$ cat src/rtl/ds_sweep_ctrl_if.sv
// ============================================================================
// Module   : ds_sweep_ctrl_if
// Purpose  : Control/sample bundle between the register block and the sweep sequencer.
// Revision : 1.0
// ============================================================================
`default_nettype none

interface ds_sweep_ctrl_if #(
    parameter int FW = 28
);
    logic                 start;
    logic                 abort;
    logic [FW-1:0]        f_start;
    logic [FW-1:0]        f_stop;
    logic [FW-1:0]        f_step;
    logic [15:0]          dwell;
    logic signed [15:0]   din;
    logic                 cke;
    logic [FW-1:0]        freq;
    logic signed [15:0]   dout;
    logic [15:0]          gain;
    logic                 busy;
    logic                 done;
    logic                 err;

    modport master (
        output start, abort, f_start, f_stop, f_step, dwell, din,
        input  cke, freq, dout, gain, busy, done, err
    );

    modport slave (
        input  start, abort, f_start, f_stop, f_step, dwell, din,
        output cke, freq, dout, gain, busy, done, err
    );
endinterface

`default_nettype wire

$ cat src/rtl/ds_sweep_ctrl.sv
// ============================================================================
// Module   : ds_sweep_ctrl
// Purpose  : Modulator clock enable, linear NCO frequency sweep and pop-free gain envelope.
// Revision : 1.0
// ============================================================================
`default_nettype none

module ds_sweep_ctrl #(
    parameter int          DIV_RATIO = 100,
    parameter int          FW        = 28,
    parameter logic [15:0] GAIN_STEP = 16'd64
) (
    input  logic           clk,
    input  logic           rst,
    ds_sweep_ctrl_if.slave bus
);

    localparam int              c_DIV_W    = (DIV_RATIO > 1) ? $clog2(DIV_RATIO) : 1;
    localparam logic [c_DIV_W-1:0] c_DIV_LAST = c_DIV_W'(DIV_RATIO - 1);

    typedef enum logic [2:0] {
        S_IDLE     = 3'd0,
        S_FADE_IN  = 3'd1,
        S_SWEEP    = 3'd2,
        S_FADE_OUT = 3'd3,
        S_DONE     = 3'd4
    } state_t;

    state_t               r_state, w_state_nxt;
    logic [c_DIV_W-1:0]   r_div;
    logic                 r_cke;
    logic [FW-1:0]        r_freq, w_freq_nxt;
    logic [15:0]          r_gain, w_gain_nxt;
    logic [15:0]          r_dcnt, w_dcnt_nxt;
    logic                 r_abort_lat, w_lat_nxt;
    logic                 r_err, w_err_nxt;
    logic                 w_load;
    logic [FW-1:0]        r_f_stop, r_f_step;
    logic [15:0]          r_dwell;
    logic signed [15:0]   r_dout;

    logic                 w_abort_any;
    logic [16:0]          w_gain_up;
    logic [15:0]          w_gain_up_sat, w_gain_dn_sat;
    logic [FW:0]          w_freq_sum;
    logic signed [31:0]   w_prod;

    assign w_abort_any   = r_abort_lat | bus.abort;
    assign w_gain_up     = {1'b0, r_gain} + {1'b0, GAIN_STEP};
    assign w_gain_up_sat = w_gain_up[16] ? 16'hFFFF : w_gain_up[15:0];
    assign w_gain_dn_sat = (r_gain > GAIN_STEP) ? (r_gain - GAIN_STEP) : 16'd0;
    // One extra bit so a step past the top of the word range cannot wrap below f_stop
    assign w_freq_sum    = {1'b0, r_freq} + {1'b0, r_f_step};
    assign w_prod        = bus.din * $signed({1'b0, r_gain});

    always_comb begin
        w_state_nxt = r_state;
        w_freq_nxt  = r_freq;
        w_gain_nxt  = r_gain;
        w_dcnt_nxt  = r_dcnt;
        w_lat_nxt   = r_abort_lat;
        w_err_nxt   = 1'b0;
        w_load      = 1'b0;
        case (r_state)
            S_IDLE: begin
                if (bus.start) begin
                    if (bus.f_start > bus.f_stop) begin
                        w_err_nxt = 1'b1;
                    end else begin
                        w_load      = 1'b1;
                        w_state_nxt = S_FADE_IN;
                        w_freq_nxt  = bus.f_start;
                        w_gain_nxt  = 16'd0;
                        w_dcnt_nxt  = 16'd0;
                    end
                end
            end
            S_FADE_IN: begin
                if (bus.abort) w_lat_nxt = 1'b1;
                if (r_cke) begin
                    if (w_abort_any) begin
                        w_state_nxt = S_FADE_OUT;
                        w_lat_nxt   = 1'b0;
                    end else begin
                        w_gain_nxt = w_gain_up_sat;
                        if (w_gain_up_sat == 16'hFFFF) w_state_nxt = S_SWEEP;
                    end
                end
            end
            S_SWEEP: begin
                if (bus.abort) w_lat_nxt = 1'b1;
                if (r_cke) begin
                    // Abort outranks a coincident step boundary
                    if (w_abort_any) begin
                        w_state_nxt = S_FADE_OUT;
                        w_lat_nxt   = 1'b0;
                    end else if (r_dcnt == r_dwell - 16'd1) begin
                        w_dcnt_nxt = 16'd0;
                        if (w_freq_sum <= {1'b0, r_f_stop}) begin
                            w_freq_nxt = w_freq_sum[FW-1:0];
                        end else begin
                            w_state_nxt = S_FADE_OUT;
                            w_lat_nxt   = 1'b0;
                        end
                    end else begin
                        w_dcnt_nxt = r_dcnt + 16'd1;
                    end
                end
            end
            S_FADE_OUT: begin
                if (r_cke) begin
                    w_gain_nxt = w_gain_dn_sat;
                    if (w_gain_dn_sat == 16'd0) w_state_nxt = S_DONE;
                end
            end
            S_DONE: begin
                w_state_nxt = S_IDLE;
            end
            default: begin
                w_state_nxt = S_IDLE;
            end
        endcase
    end

    always_ff @(posedge clk) begin
        if (rst) begin
            r_state     <= S_IDLE;
            r_div       <= '0;
            r_cke       <= 1'b0;
            r_freq      <= '0;
            r_gain      <= 16'd0;
            r_dcnt      <= 16'd0;
            r_abort_lat <= 1'b0;
            r_err       <= 1'b0;
            r_f_stop    <= '0;
            r_f_step    <= '0;
            r_dwell     <= 16'd1;
            r_dout      <= 16'sd0;
        end else begin
            r_cke       <= (r_div == c_DIV_LAST);
            r_div       <= (r_div == c_DIV_LAST) ? '0 : r_div + 1'b1;
            r_state     <= w_state_nxt;
            r_freq      <= w_freq_nxt;
            r_gain      <= w_gain_nxt;
            r_dcnt      <= w_dcnt_nxt;
            r_abort_lat <= w_lat_nxt;
            r_err       <= w_err_nxt;
            r_dout      <= 16'(w_prod >>> 16);
            if (w_load) begin
                r_f_stop <= bus.f_stop;
                r_f_step <= bus.f_step;
                r_dwell  <= (bus.dwell == 16'd0) ? 16'd1 : bus.dwell;
            end
        end
    end

    assign bus.cke  = r_cke;
    assign bus.freq = r_freq;
    assign bus.gain = r_gain;
    assign bus.dout = r_dout;
    assign bus.err  = r_err;
    assign bus.busy = (r_state != S_IDLE);
    assign bus.done = (r_state == S_DONE);

endmodule

`default_nettype wire

$ cat src/flat_wrapper.sv
// flat-port wrapper written by rule: the top's interface ports become plain ports
module ds_sweep_ctrl_flat 
#(
    parameter int          DIV_RATIO = 100,
    parameter int          FW        = 28,
    parameter logic [15:0] GAIN_STEP = 16'd64
)
  (clk, rst, bus_start, bus_abort, bus_f_start, bus_f_stop, bus_f_step, bus_dwell, bus_din, bus_cke, bus_freq, bus_dout, bus_gain, bus_busy, bus_done, bus_err);
  ds_sweep_ctrl_if #(.FW(FW)) bus_i ();
  input  logic clk;
  input  logic rst;
  input wire logic [$bits(bus_i.start)-1:0] bus_start;
  input wire logic [$bits(bus_i.abort)-1:0] bus_abort;
  input wire logic [$bits(bus_i.f_start)-1:0] bus_f_start;
  input wire logic [$bits(bus_i.f_stop)-1:0] bus_f_stop;
  input wire logic [$bits(bus_i.f_step)-1:0] bus_f_step;
  input wire logic [$bits(bus_i.dwell)-1:0] bus_dwell;
  input wire logic [$bits(bus_i.din)-1:0] bus_din;
  output wire logic [$bits(bus_i.cke)-1:0] bus_cke;
  output wire logic [$bits(bus_i.freq)-1:0] bus_freq;
  output wire logic [$bits(bus_i.dout)-1:0] bus_dout;
  output wire logic [$bits(bus_i.gain)-1:0] bus_gain;
  output wire logic [$bits(bus_i.busy)-1:0] bus_busy;
  output wire logic [$bits(bus_i.done)-1:0] bus_done;
  output wire logic [$bits(bus_i.err)-1:0] bus_err;
  assign bus_i.start = bus_start;
  assign bus_i.abort = bus_abort;
  assign bus_i.f_start = bus_f_start;
  assign bus_i.f_stop = bus_f_stop;
  assign bus_i.f_step = bus_f_step;
  assign bus_i.dwell = bus_dwell;
  assign bus_i.din = bus_din;
  assign bus_cke = bus_i.cke;
  assign bus_freq = bus_i.freq;
  assign bus_dout = bus_i.dout;
  assign bus_gain = bus_i.gain;
  assign bus_busy = bus_i.busy;
  assign bus_done = bus_i.done;
  assign bus_err = bus_i.err;
  ds_sweep_ctrl #(.DIV_RATIO(DIV_RATIO), .FW(FW), .GAIN_STEP(GAIN_STEP)) u_core (.clk(clk), .rst(rst), .bus(bus_i));
endmodule
$ cat config.mk
export PLATFORM = sky130hd
export DESIGN_NAME = ds_sweep_ctrl_flat
export DESIGN_NICKNAME = d
export VERILOG_FILES = /design/src/rtl/ds_sweep_ctrl_if.sv /design/src/rtl/ds_sweep_ctrl.sv /design/src/flat_wrapper.sv
export SDC_FILE = /design/constraint.sdc
export NUM_CORES = 1
export LEC_CHECK = 0
export ABC_AREA = 0
export BUFFER_PORTS_ARGS = -buffer_cell sky130_fd_sc_hd__buf_2
export CAP_MARGIN = 20
export CORE_ASPECT_RATIO = 1.1
export CORE_MARGIN = 2
export CORE_UTILIZATION = 63
export DETAILED_ROUTE_END_ITERATION = 10
export HOLD_SLACK_MARGIN = 0.1
export PLACE_DENSITY = 0.84
export SLEW_MARGIN = 20
export SYNTH_ARGS = -nofsm -noshare
export SYNTH_HDL_FRONTEND = slang
export SYNTH_SLANG_ARGS = --single-unit
$ cat constraint.sdc
create_clock -name clk -period 14.45 [get_ports clk]
set_input_delay 2.89 -clock clk [delete_from_list [all_inputs] [get_ports clk]]
set_output_delay 2.89 -clock clk [all_outputs]
set_load 0.01 [all_outputs]
; ---- Word-level counts from Yosys, hierarchy flattened
; Index checks and enable logic that the tools add are counted.
[classes]
n_mux = 44
magnitude_cmp = 3
add_sub_neg = 6
mul = 1
n_eq_ne = 20
bitwise_logic = 3
n_reduce_logical = 13
[ops]
columns = cell, count
row1 = 16-bit 2-to-1 mux, 11
row2 = 28-bit 2-to-1 mux, 6
row3 = 28-bit case mux with 2 select lines, 1
row4 = 16-bit case mux with 3 select lines, 1
row5 = 3-bit 2-to-1 mux, 11
row6 = 16-bit zero test, 2
row7 = 16-bit by 17-bit multiplier with 32-bit output, 1
row8 = 16-bit case mux with 2 select lines, 1
row9 = 28-bit by 28-bit adder with 29-bit output, 1
row10 = 29-bit by 28-bit less-or-equal comparator with 1-bit output, 1
row11 = 28-bit > comparator, 1
row12 = 16-bit by 7-bit adder with 17-bit output (second input constant), 1
row13 = 16-bit by 1-bit adder with 16-bit output (second input constant), 1
row14 = 16-bit equality test, 1
row15 = 16-bit equality test (second input constant), 1
row16 = 16-bit by 7-bit > comparator with 1-bit output (second input constant), 1
row17 = 16-bit by 1-bit subtractor with 16-bit output (second input constant), 1
row18 = 16-bit by 7-bit subtractor with 16-bit output (second input constant), 1
row19 = 2-bit by 1-bit inequality test with 1-bit output (second input constant), 6
row20 = 3-bit case mux with 4 select lines, 1
row21 = 1-bit 2-to-1 mux, 11
row22 = 9-bit AND reduction, 1
row23 = 2-bit inequality test (second input constant), 4
row24 = 7-bit by 1-bit adder with 7-bit output (second input constant), 1
row25 = 17 further kinds, 22
[totals]
wordCells = 102
out_inout_bits = 64
register_bits = 161
inputBits = 120

; ---- Logic depth before layout (Yosys ltp)
; Gate-level depths: netlist of the first run.
[logic_depth]
depth_word = 7
depth_mapped = 24
mapped_depth_nobuf = 22

; ---- Worst setup path before layout of the first run
; No wires, ideal clock.
[synth_path]
kind = input -> register
from = input port bus_din[9]
to = register u_core.r_dout[13] (netlist: u_core.bus.dout[13])
setup_slack_ns = 5.884
path_buffers = 1
arrival_ns = 8.434
t_required_ns = 14.318
setup_time_ns = 0.132
path_stages = 22
path_cell_list = clkbuf_1 nand2_1 fa_1 inv_1 fa_1 inv_1 fa_1 inv_1 fa_1 fa_1 inv_1 fa_1 inv_1 ha_1 a211oi_1 a211oi_1 a21o_1 o2111ai_1 a31oi_1 a41o_1 a2111oi_0 nor3_1
[synth_between]
elab_chain_len = 1
[synth_rtl]
columns = element, line
row1 = from (decl), flat_wrapper.sv:18  ; input wire logic [$bits(bus_i.din)-1:0] bus_din;
row2 = 16-bit by 17-bit multiplier with 32-bit output, ds_sweep_ctrl.sv:54  ; assign w_prod = bus.din * $signed({1'b0, r_gain});
row3 = to (signal assigned), ds_sweep_ctrl.sv:148  ; r_dout <= 16'(w_prod >>> 16);
row4 = to (decl), ds_sweep_ctrl.sv:40  ; logic signed [15:0] r_dout;
; Every way passes these cells.
; A chain may end at the register's enable or synchronous reset.

; ---- Worst setup path in the final report of the first run
[layout_path]
from = input port bus_din[6]
to = register u_core.r_dout[13] (netlist: u_core.bus.dout[13])
; The elaborated chain is that of the path after synthesis.

==> impl_metrics.ini, run 1 <==
[outcome]
status = finished, final reports clean

[synthesis]
synth_area_leaders = fa_1 21%, dfxtp_1 17%, ha_1 14%, inv_1 6.5%, mux2i_1 4.5%
syn_avg_cell_area_um2 = 8.52
ys_ff_latch = 161
synthAdderAreaFrac = 0.349
synth-edff-count = 0
ys_seq_area_frac = 0.175
synth_most_common_cell = inv_1
netlist.top_cell.by_area = fa_1
synth_compound_area_frac = 0.117
synth_xor_area_frac = 0.0380
synth-simple-area-share = 0.184
synth_top_family_by_area = adder cells
yosysWarnings = 0
postSynthCellCount = 2162
synthMuxAreaShare = 0.0482
synth_ff_type = dfxtp_1
synthTopCellsByCount = 317 x inv_1, 204 x ha_1, 200 x nand2_1
netlist_area_um2 = 18400
synth_cell_type_count = 84
yosysTopAreaCellShare = 0.211
synthArstFlopShare = 0
syn_nets = 2680

[global_routing]
grt_max_degree = 89
grt_pass1_wl_mm = 81.7
grt_pass1_vias = 17000
antenna_found_initial = 0
overflow = 0
grt_use_total = 0.331

[clock_network]
numCtsBuffers = 17
cts.sinks = 161
clk_latency_ps = 450
clockBufferDepth = 2
tritoncts = done
clkSlewWorstSetupHoldPaths_ps = 80
postCtsSetupBuffers = 0
postCtsResizedCells = 0
htreeDepth = 4
root_buffer = clkbuf_16
holdBufCountCts = 0

[sta]
grt_setup_unrepaired = no
finalHoldViolations = 0
skew_ps = 14.2
setup_viol_count_final = 0
timing.hold.ws_ps = 489
finalCritPeriodShare = 0.616
relSlewSlack = 0.265
maxSlewViolCount = 0
fmax_mhz = 112
min_period_ps = 8910
setup_slack_ps = 5540
worst_pin_slew_ps = 1100
setup_tns_ps = 0

[worst_setup_path]
crit_family = adder cells
start_kind = input pin
critPathBufInv = 3
critPathKind = input pin to flop
cp_slowest_stage_delay_ps = 570
cpMostUsedCell = fa_1
slowest_stage = fa_1
crit_arrival_ps = 9230
crit_fanout = 16
crit_chain = buf_2 -> and2_1 -> fa_1 -> inv_1 -> fa_1 -> fa_1 -> fa_1 -> inv_1 -> fa_1 -> fa_1 -> ha_1 -> nand2_1 -> a211oi_1 -> a22oi_1 -> a211oi_1 -> o2111ai_1 -> a31oi_1 -> a41o_1 -> a2111oi_0 -> nor3_1
r2r_slack_ps = 7240
crit_path_end_kind = flop
critPathRequiredTime_ps = 14770

[floorplanning]
die-area_um2 = 30600
start_util = 0.642
coreArea_um2 = 28700
row_count = 65
die_w_um = 167
io_pins = 184
die-height_um = 183

[min_path]
worst_hold_path_type = flop to flop

[power_and_ir_drop]
internal_power_mw = 1.28
p_sw_frac = 0.448
leakage_nw = 9.79
powerDensity_nw_per_um2 = 116
ir_drop_mv = 0.110
p_clk_frac = 0.207
net-switching-power_mw = 1.04
pwr-share-comb = 0.531
seqPwrFrac = 0.262

[detailed_routing]
wl_per_cell_um = 18.5
drt_iter0_markers = 1061
dr.pass1.iters = 6
drc_errors = 0
wirelength_mm = 49.2
num_vias = 16000
vias_per_cell = 6.02
ant_nets = 0

[flow_run]
max-cap-violations = 0

[finish]
finalNetCount = 2793
fill_cells = 2225
finalNonFillerCells = 2656
syn2layout_area_growth_pct = 9.18
drive_gt1_frac = 0.115
diodes = 0

[placement]
dp_cells = 2623
post-place-ws_ps = 5160
portBuffers = 183
routabilityCongestion = 0.915
hpwl_mm = 37.7
==> metrics by stage <==
stage               power, mW  area (um^2)   util
floorplan                1.49        18400      -
global placement         1.78        19500  0.679
detailed placement       1.82        19500  0.679
CTS                      2.31        20100  0.700
global route             2.50        20100  0.701
finish                   2.33        20100  0.701
==> path summary, 6_finish.rpt <==
| check | startpoint | to | cells past startpoint |
|---|---|---|---|
| max | bus_din[6] | u_core.bus.dout[13]$_SDFF_PP0_ | 20 |
| max reg2reg | u_core.bus.gain[9]$_SDFFE_PP0P_ | u_core.bus.dout[13]$_SDFF_PP0_ | 18 |
| min | u_core.r_div[0]$_SDFF_PP0_ | u_core.r_div[0]$_SDFF_PP0_ | 1 |
| min reg2reg | u_core.r_div[0]$_SDFF_PP0_ | u_core.r_div[0]$_SDFF_PP0_ | 1 |
==> per-layer routing <==
metal	global-route usage	routed length, um	share of wire	vias up
li1	-	-	-	7376
met1	0.385	18700	0.38	7732
met2	0.581	24400	0.50	692
met3	0.0518	3360	0.068	188
met4	0.188	2690	0.055	0
met5	0	0	0	-
==> logic make-up (layout without fill, tap and decap cells) <==
logic type / count (synthesis) / count (layout)
compound gates: 323 / 323
xor+xnor: 80 / 80
fa+ha+maj: 398 / 398
buf+inv: 422 / 548
flops: 161 / 161
mux: 87 / 87
simple gates: 691 / 691
==> area by class of cell <==
type / instances / area, um^2 / share of cell area
Multi-Input combinational cell: 1579 / 13600 / 0.676
Sequential cell: 161 / 3220 / 0.160
Inverter: 317 / 1190 / 0.0592
Timing Repair Buffer: 199 / 1040 / 0.0516
Tap cell: 368 / 460 / 0.0229
Clock buffer: 19 / 443 / 0.0220
Clock inverter: 13 / 166 / 0.00827
==> worst register-to-register path: cells and delay by family, from the launching register on <==
family | cells | cell delay (ps)
fa+ha+maj | 7 | 3370
compound gates | 7 | 2280
simple gates | 3 | 320
flops | 1 | 1040
buf+inv | 1 | 70
==> cell usage in the layout (no fill, tap or decap), types with 5 or more instances in the layout <==
cell type	n
o21bai_1	7
clkbuf_16	17
or4_1	5
nor3b_1	5
ha_1	204
and2_1	129
nor2b_1	10
a31oi_1	10
xnor2_1	43
inv_8	5
a221oi_1	7
fa_1	194
nand2_1	200
nor4_1	12
nand2b_1	11
a311oi_1	13
dfxtp_1	161
o21ai_0	50
nor2_1	171
a21o_1	21
buf_4	16
a21oi_1	101
inv_1	317
and3_1	13
nand3b_1	6
nand3_1	37
nor3_1	34
mux2i_1	82
or3_1	7
o2111ai_1	7
xor2_1	37
buf_2	182
o211ai_1	15
o21a_1	14
nand4_1	26
a211oi_1	28
==> state kept, by name, indices dropped and copies added (netlist names), 3 cells and up <==
register	count
u_core.bus.dout	16
u_core.bus.freq	28
u_core.bus.gain	16
u_core.r_dcnt	16
u_core.r_div	7
u_core.r_dwell	16
u_core.r_f_step	28
u_core.r_f_stop	28
u_core.r_state	3
==> power groups by stage <==
stage | sequential, mW | clock (mW) | combinational [mW]
after floorplan | 0.600 | 0 | 0.888
after global placement | 0.612 | 0 | 1.17
after detailed placement | 0.614 | 0 | 1.21
after CTS | 0.606 | 0.487 | 1.22
after global routing | 0.618 | 0.507 | 1.38
final | 0.610 | 0.483 | 1.23
Power figures use the tool's default switching activity.
==> run 2: changes to the inputs <==
- CORE_UTILIZATION: 63 -> 56
- PLACE_DENSITY: 0.84 -> 0.79
- clock period: 14.45 -> 7.95 ns (I/O delays scaled with it)
==> run 2 against run 1 <==
Net effect:
- sequential cell count did not move
- sequential share of layout area fell by 0.11 points
- cell count rose by 2.7%
==> impl_metrics.ini, run 2 (same netlist as run 1, synthesis figures left out) <==
[outcome]
status = finished, final reports clean

[floorplanning]
io_pins = 184
die-area_um2 = 34400
row_count = 69
die-height_um = 194
start_util = 0.569
die_w_um = 177
coreArea_um2 = 32400

[worst_setup_path]
critPathKind = input pin to flop
r2r-start = u_core.bus.gain[9]$_SDFFE_PP0P_
crit_path_end_kind = flop
crit_fanout = 10
start_kind = input pin
ff2ff_path_depth = 21
critPathRequiredTime_ps = 8320
worstSetupStartpoint = bus_din[7]
crit_arrival_ps = 7750

[finish]
fill_cells = 2691
postLayoutCellArea_um2 = 20300
syn2layout_area_growth_pct = 9.99
finalNetCount = 2807
multi_input_comb_area_um2 = 13600
post-route-util = 0.626
layout_commonest_cell = inv_1
most-common-layout-cells = 317 x inv_1, 204 x ha_1, 200 x nand2_1
finalNonFillerCells = 2729
ff_latch_area_um2 = 3220
drive_gt1_frac = 0.121

[flow_run]
max-cap-violations = 0

[clock_network]
tritoncts = done
postCtsResizedCells = 0
cts.sinks = 161
htreeDepth = 4
clockBufferDepth = 2
clkSlewWorstSetupHoldPaths_ps = 70
clk_latency_ps = 440
numCtsBuffers = 17
holdBufCountCts = 0
postCtsSetupBuffers = 0
root_buffer = clkbuf_16

[power_and_ir_drop]
powerDensity_nw_per_um2 = 208
leakage_nw = 9.85
ir_drop_mv = 0.169

[sta]
setup_slack_ps = 573
fmax_mhz = 136
maxSlewViolCount = 0
finalHoldViolations = 0
worst_pin_slew_ps = 1110
skew_ps = 17.6
setup_viol_count_final = 0
relSlewSlack = 0.256
finalCritPeriodShare = 0.928
min_period_ps = 7380
setup_tns_ps = 0
grt_setup_unrepaired = no

[detailed_routing]
drc_errors = 0
dr.pass1.iters = 5
ant_nets = 0
drt_iter0_markers = 1127
wl_per_cell_um = 18.2
num_vias = 16000
vias_per_cell = 5.86
wirelength_mm = 49.6

[global_routing]
antenna_found_initial = 1
grt_max_degree = 75
grt_pass1_wl_mm = 82.5
overflow = 0
grt_pass1_vias = 16700
grt_use_total = 0.299

[min_path]
hold_depth = 1
worst_hold_startpoint = u_core.r_div[0]$_SDFF_PP0_
worst_hold_path_type = flop to flop

[placement]
hpwl_mm = 38.6
dp_cells = 2696
dpl_cell_area_um2 = 19700
portBuffers = 183
post-place-ws_ps = 204
routabilityCongestion = 0.925
[run 2: changes by cell type in the layout (fill, tap and decap cells not counted), sizes merged]
cell,previous run,this run
inv,325,324
bufinv,2,1
clkinvlp,2,1
diode,0,1
buf,198,213
clkinv,1,5
clkbuf,20,18
[run 2: path summary, 6_finish.rpt]
kind	slack, ps	to
hold reg to reg	480	u_core.r_div[0]$_SDFF_PP0_
setup / recovery	570	u_core.bus.dout[14]$_SDFF_PP0_
hold / removal	480	u_core.r_div[0]$_SDFF_PP0_
setup reg to reg	990	u_core.bus.dout[14]$_SDFF_PP0_
[run 2: report_power, final]
group	total, mW	switching (mW)	leakage (nW)	internal, mW
clock network	0.838	0.394	0.283	0.444
logic	2.27	1.37	8.25	0.901
registers	1.10	0.149	1.32	0.952
total	4.21	1.91	9.85	2.30
[run 2: layer usage]
metal	track usage	up-vias	routed length [um]
met4	0.160	0	2690
met3	0.0402	173	3120
met5	0	-	0
met1	0.358	7717	19300
met2	0.518	687	24500
li1	-	7404	-
[run 2: critical path: stages]
cell and delay [ps]:
buf_2 270, buf_4 220, nand2_1 80, fa_1 520, inv_1 50, fa_1 390, inv_1 100, fa_1 410
inv_1 90, fa_1 450, fa_1 560, inv_1 60, fa_1 530, inv_1 40, ha_1 290, a21o_1 120
nand3_1 120, a31o_2 230, a211oi_1 400, o2111ai_1 340, a211o_1 360, a21o_1 200, a31o_2 240, a21oi_1 110
[run 2: area by class of cell]
type	instances	area share
inverter	317	0.0587
timing repair buffer	213	0.0564
clock inverter	14	0.00729
sequential	161	0.159
tap	426	0.0263
clock buffer	18	0.0212
multi-input combinational	1579	0.671
antenna	1	0.000124
[run 2: through the flow]
step | power [mW] | hold WS, ps
floorplan | 2.71 | 430
global placement | 3.28 | 445
detailed placement | 3.34 | 462
CTS | 4.20 | 478
global route | 4.53 | 522
finish | 4.21 | 476
